==> src/rtl/complex_issue_sched.sv <==
// Issue scheduler for the 2-slot complex reservation station: oldest-ready arbitration,
// multi-cycle occupancy tracking and result hold until the ROB accepts it.
module complex_issue_sched #(
    parameter int unsigned LAT_MUL = 3,
    parameter int unsigned LAT_DIV = 16,
    parameter int unsigned LAT_ALU = 1,
    parameter int unsigned CNT_W   = 5
) (
    input  logic       clk,
    input  logic       rst,
    input  logic       flush,
    input  logic [1:0] slot_valid,
    input  logic [1:0] slot_ready,
    input  logic [1:0] slot_alloc,
    input  logic [5:0] slot0_op,
    input  logic [5:0] slot1_op,
    input  logic       res_ready,
    output logic [1:0] issue_grant,
    output logic       selector,
    output logic       unit_busy,
    output logic       res_valid,
    output logic       res_slot
);

    typedef enum logic [1:0] {StIdle, StExec, StWb} state_e;

    state_e           state_q, state_d;
    logic [CNT_W-1:0] cnt_q, cnt_d;
    logic [1:0]       mask_q, mask_d;
    logic             sel_q, sel_d;
    logic             res_slot_q, res_slot_d;
    logic             armed_q;

    logic [1:0]       elig;
    logic [1:0]       grant;
    logic             can_grant;
    logic [5:0]       grant_op;
    logic [CNT_W:0]   lat;
    logic [CNT_W:0]   lat_m2;

    assign elig = slot_valid & slot_ready & ~mask_q;

    // armed_q blocks grants in the first cycle after reset release
    assign can_grant = armed_q & ~flush &
                       ((state_q == StIdle) || ((state_q == StWb) && res_ready));

    always_comb begin
        grant = 2'b00;
        if (can_grant) begin
            case (elig)
                2'b01:   grant = 2'b01;
                2'b10:   grant = 2'b10;
                2'b11:   grant = sel_q ? 2'b01 : 2'b10;
                default: grant = 2'b00;
            endcase
        end
    end

    assign grant_op = grant[1] ? slot1_op : slot0_op;

    always_comb begin
        case (grant_op[5:4])
            2'b10:   lat = (CNT_W+1)'(LAT_MUL);
            2'b11:   lat = (CNT_W+1)'(LAT_DIV);
            default: lat = (CNT_W+1)'(LAT_ALU);
        endcase
        lat_m2 = lat - (CNT_W+1)'(2);
    end

    always_comb begin
        state_d    = state_q;
        cnt_d      = cnt_q;
        res_slot_d = res_slot_q;

        unique case (state_q)
            StIdle: ;
            StExec: begin
                if (cnt_q == '0) begin
                    state_d = StWb;
                end else begin
                    cnt_d = cnt_q - 1'b1;
                end
            end
            StWb: begin
                if (res_ready) begin
                    state_d = StIdle;
                end
            end
            default: state_d = StIdle;
        endcase

        // A grant (from IDLE or the WB handshake) starts the next op
        if (grant != 2'b00) begin
            res_slot_d = grant[1];
            if (lat == (CNT_W+1)'(1)) begin
                state_d = StWb;
            end else begin
                state_d = StExec;
                cnt_d   = lat_m2[CNT_W-1:0];
            end
        end

        if (flush) begin
            state_d = StIdle;
            cnt_d   = '0;
        end
    end

    always_comb begin
        for (int i = 0; i < 2; i++) begin
            if (slot_alloc[i] || !slot_valid[i]) begin
                mask_d[i] = 1'b0;
            end else if (grant[i]) begin
                mask_d[i] = 1'b1;
            end else begin
                mask_d[i] = mask_q[i];
            end
        end
        if (flush) begin
            mask_d = 2'b00;
        end
    end

    always_comb begin
        case (slot_alloc)
            2'b01:   sel_d = 1'b0;
            2'b10:   sel_d = 1'b1;
            2'b11:   sel_d = 1'b1;
            default: sel_d = sel_q;
        endcase
    end

    always_ff @(posedge clk or posedge rst) begin
        if (rst) begin
            state_q    <= StIdle;
            cnt_q      <= '0;
            mask_q     <= 2'b00;
            sel_q      <= 1'b0;
            res_slot_q <= 1'b0;
            armed_q    <= 1'b0;
        end else begin
            state_q    <= state_d;
            cnt_q      <= cnt_d;
            mask_q     <= mask_d;
            sel_q      <= sel_d;
            res_slot_q <= res_slot_d;
            armed_q    <= 1'b1;
        end
    end

    assign issue_grant = grant;
    assign selector    = sel_q;
    assign unit_busy   = (state_q != StIdle);
    assign res_valid   = (state_q == StWb);
    assign res_slot    = res_slot_q;

endmodule

==> config.mk <==
export PLATFORM = sky130hd
export DESIGN_NAME = complex_issue_sched
export DESIGN_NICKNAME = d
export VERILOG_FILES = /design/src/rtl/complex_issue_sched.sv
export SDC_FILE = /design/constraint.sdc
export NUM_CORES = 1
export LEC_CHECK = 0
export BUFFER_PORTS_ARGS = -buffer_cell sky130_fd_sc_hd__clkbuf_2
export CAP_MARGIN = 20
export CORE_MARGIN = 10
export CORE_UTILIZATION = 53
export CTS_BUF_LIST = sky130_fd_sc_hd__clkbuf_4 sky130_fd_sc_hd__clkbuf_8
export DETAILED_ROUTE_END_ITERATION = 8
export GPL_TIMING_DRIVEN = 0
export PLACE_DENSITY_LB_ADDON = 0.15
export SYNTH_ARGS = -nofsm -noshare
export SYNTH_HDL_FRONTEND = slang
export SYNTH_SLANG_ARGS = --single-unit
export TNS_END_PERCENT = 1
==> constraint.sdc <==
create_clock -name clk -period 2.7 [get_ports clk]
set_input_delay 0.27 -clock clk [delete_from_list [all_inputs] [get_ports clk]]
set_output_delay 0.27 -clock clk [all_outputs]
set_load 0.05 [all_outputs]
# Yosys cells after proc, flatten, opt, wreduce, memory -nomap -nowiden
# Cells that the tools add are included.
# totals
reg_bits	12
word_cells	66
output_inout_bits	6
# classes
n_addsub	2
n_eq_ne	14
bitwise_logic	6
n_reduce_logical	15
muxes	22
# op_table
operator	count
$mux W5	5
$mux W2	8
$eq A2 B2 Y1 const B	7
$pmux W2 S3	2
$pmux W5 S2	1
$eq A2 B1 Y1 const B	3
$eq A6 B1 Y1 const B	1
$mux W6	1
$reduce_bool A2 Y1	3
$reduce_bool A3 Y1	2
$logic_not A5 Y1	1
$sub A5 B1 Y5 const B	1
$sub A5 B2 Y5 const B	1
$and A2 B2 Y2	2
$mux W1	4
$ne A4 B3 Y1 const B	1
$ne A4 B4 Y1 const B	1
$logic_or A1 B1 Y1	3
$ne A3 B2 Y1 const B	1
$reduce_and A3 Y1	1
$and A1 B1 Y1	2
$logic_not A1 Y1	2
$logic_not A2 Y1	1
$not A2 Y2	1
other kinds (4)	4

# Logic depth before layout (Yosys ltp)
# depth
depth_word	12
depth_mapped	7

# Worst setup path before layout
# OpenSTA, ideal clock, no wires.
# synth_path
path_kind	input -> register
start	input port flush
end	register cnt_q[2]
setup_ps	125
setup_slack_ps	610
stages	6
required_ps	2575
t_arrival_ps	1965
cell_sequence	buf_6 > or3b_4 > nor4b_4 > mux2i_1 > and2_4 > nor3_2
# synth_between
elab_chain_len	11
elab_cells_between_ends	14
classes_between	1 x add/sub; 3 x eq/ne; 6 x mux; 3 x bitwise; 1 x reduce/logical
# synth_lines
element	line	rtl
start: declaration	11	input logic flush,
$not A1 Y1 (*)	44	assign can_grant = armed_q & ~flush &
$and A1 B1 Y1 (*) (2 in a row)	44	
$mux W2 (*)	49	if (can_grant) begin
via issue_grant[1]	18	output logic [1:0] issue_grant,
$mux W6	59	assign grant_op = grant[1] ? slot1_op : slot0_op;
$eq A2 B2 Y1	62	case (grant_op[5:4])
$pmux W5 S2	62	
$sub A5 B2 Y5 / $eq A6 B1 Y1 (equally long branches)	67, 95	
$mux W5	95	if (lat == (CNT_W+1)'(1)) begin
$mux W5 (*)	93	if (grant != 2'b00) begin
$mux W5 (*)	103	if (flush) begin
via cnt_d[2]	28	logic [CNT_W-1:0] cnt_q, cnt_d;
end signal: assignment	143	cnt_q <= cnt_d;
end: declaration	28	
# The timed path passes the listed nets; every way through them passes the cells marked *.
# A chain may end at the register's enable or synchronous reset.

# Worst setup path in the final report
# layout_path
start	register state_q[0]
end	output port issue_grant[0]
# layout_between
elab_chain_len	5
elab_cells_between_ends	6
classes_between	1 x eq/ne; 1 x mux; 1 x bitwise; 3 x reduce/logical
# layout_lines
element	line	rtl
start: declaration	27	state_e state_q, state_d;
start signal: assignment	135	state_q <= StIdle;
start signal: assignment	142	state_q <= state_d;
$eq A2 B2 Y1	45	((state_q == StIdle) || ((state_q == StWb) && res_ready));
$logic_and A1 B1 Y1	45	
$logic_or A1 B1 Y1 (*)	45	
$and A1 B1 Y1 (*)	44	
$mux W2 (*)	49	
end: declaration	18	
# Every way passes the cells marked *; elsewhere a longest branch is shown, timed or not.

==> run metrics <==
die area=0.00332 mm2; grt ovf=0; Psw=130 uW; Tot Pwr=between 400 and 500 uW; Setup CP Type=reg -> out; clk buf depth=2; first-pass GRT wire length=2690 um; CP Capture Point=issue_grant[0]; WP data arrival=between 1.5 and 2 ns; most common cell after layout, fill and taps aside=clkbuf_2; vias in the first global route=between 600 and 700; Vias/cell=~5.4; Placed Area=860 um2; YS warnings=0; crit path launch=state_q[0]; Design Area, Final=around 910 um2; post-route setup slack=approximately 0.55 ns; clk_lat worst skew=0.28 ns; Slew @ Worst Pin=between 0.4 and 0.5 ns; Place WS=~0.85 ns; Pwr Density=between 400 and 500 mW/mm2; critical path startpoint category=flip-flop; CTS Sinks=12; postcts setup bufs=0; Final ANT Viol Nets=0; crit path capture type=primary output; Mapped Nets=99; Die Wd=57.6 um; status=finished, final reports clean; WL per Instance=~13 um; Syn Area/Cell=about 9.9 um2; ratio of cells with drive above 1 in the final layout=0.343; Area contributors post-synth=dfrtp_1 (40%), nor2_1 (5.5%), mux2i_1 (4.0%); DRT Pass-1 Iters=6; power share of the sequential group=0.446; num rows=13; Syn Inst Count=76; Max Cap Violations=0; Clk pwr share=0.338; Root Driver=clkbuf_4; Finished Core Util=0.688; WP data required=~2.4 ns; number of cells after detailed placement=around 110; Worst Hold Class=in -> reg; CP max FO=6; drt drc=0; Fmax achieved=approximately 460 MHz; Max IR drop VDD=around 370 uV; unrepaired setup endpoints after global routing=false; Starting Density=0.570; sequential-to-total area share from yosys stat=0.400; largest net degree at the start of global routing=13; reg-to-reg critical path startpoint=state_q[0]; Mapped Area=751 um2; largest delay contributor family on the critical path=simple AND/OR/NAND/NOR gates; slowest stage delay, CP=about 0.43 ns; Final Cycle Share=0.797; Final TNS setup=0 ns; area grow syn2layout=20.7%; H-tree depth=1; Gate power share=0.216; final setup fails=0; Port Buffer Count=18; P_int=305 uW; LEAKAGE=around 0.42 nW; violation count after the first detailed-route iteration=14; Worst Clk Skew=0.000517 ns; diode count=0; Pins Over Slew Limit=0; CP Depth=5; most frequent cells in the layout=clkbuf_2 (18), dfrtp_1 (12), nor2_1 (11), inv_1 (7); #FFs+latches synth=12; r2r worst-path depth=6; CTS Buf Count=3; sw frac=0.298; initial antenna violation count=0; core area=around 0.0013 mm2; CP Cell Sequence=or3b_4 -> or2_1 -> buf_6 -> nor2_2 -> clkbuf_2; Fin Hold WS=between 0.15 and 0.2 ns; TritonCTS clock tree=done; CTS clock-pin slew for the worst setup and hold paths=about 0.080 ns; die height=between 50 and 60 um; final wirelength=1540 um; Worst Path Buf+Inv=2; routed via count=approximately 620; Nets=between 100 and 150; placed wire-length estimate=roughly 1200 um; Synth area leader=dfrtp_1; end of the worst register-to-register path=cnt_q[0]; min-delay src=slot_alloc[0]; gpl congestion=slightly below 0.8; Slew HR=0.669; final hold vios=0; # IOs=28; Final min period=2.15 ns; Non-Filler Instances=114; global-route usage over all layers=0.101; crit path max-delay cell type=dfrtp_1; FF-to-FF setup slack=just under 0.9 ns; post-synth top area share=0.400; worst hold path depth=2; synth unique cells=36
==> sequential cells by signal, indices dropped and copies added (netlist names) <==
signal    count
state_q       2
selector      1
mask_q        2
armed_q       1
res_slot      1
cnt_q         5
==> worst register-to-register path, stage by stage, from the launching register on <==
cell and delay [ns]:
dfrtp_1 0.43, or3b_4 0.41, or2_1 0.23, buf_6 0.13
a21oi_4 0.23, mux2i_1 0.22, nor2_1 0.05
==> routing by layer <==
metal  up-vias  part of all wire  global-route usage
met5         -                 0                   0
met4         0             0.027              0.0705
met3         5             0.082              0.0370
met2        17              0.42               0.149
met1       278              0.47               0.117
li1        321                 -                   -
==> cells in the mapped netlist, drive strengths merged <==
cell type and number:
nand3 2, conb 1, and2b 1, and3b 2
nor4 2, inv 7, and2 1, mux2 1
or3b 1, nor4b 4, xnor2 1, or2 2
a21o 1, dfrtp 12, a31oi 2, a211o 1
nor2 12, nor3 3, nand4b 1, a21oi 2
o211ai 1, o22a 1, nand3b 1, o21ai 3
nand2b 2, nand2 1, mux2i 3, ha 1
buf 2, a211oi 1, o32a 1
==> timing repair <==
| item | in CTS | in global routing |
|---|---|---|
| hold buffers | 1 | 0 |
| resized for setup | 0 | 0 |
| endpoints found under the hold margin | 12 | 0 |
==> power by group through the flow <==
stage	Clock (mW)	Combinational (mW)	Sequential (mW)
floorplan	0	0.0526	0.213
global placement	0	0.0929	0.197
detailed placement	0	0.0935	0.198
CTS	0.150	0.0950	0.194
global route	0.155	0.102	0.195
finish	0.147	0.0937	0.194
==> worst min-delay path by stage <==
stage / slack, ns / to
3_5_place_dp: 0.28 / armed_q
6_report: 0.16 / mask_q[0]
2_1_floorplan: 0.13 / armed_q
4_1_cts: 0.16 / mask_q[0]
3_3_place_gp: 0.28 / armed_q
5_1_grt: 0.16 / mask_q[0]
==> cell families after synthesis <==
kind of cell / share of synthesized area
flops: 0.400
other cells: 0.00500
fa+ha+maj: 0.0167
simple gates: 0.315
mux: 0.0550
xor+xnor: 0.0117
buf+inv: 0.0650
compound gates: 0.132
==> area by class of cell <==
class / count / area [um2]
tap: 15 / 18.8
sequential: 12 / 300
multi-input combinational: 55 / 402
clock buffer: 4 / 36.3
buffer: 2 / 22.5
inverter: 7 / 26.3
timing repair buffer: 19 / 100
fill: 105 / 412
No activity file was read; power rests on OpenSTA's default activity.
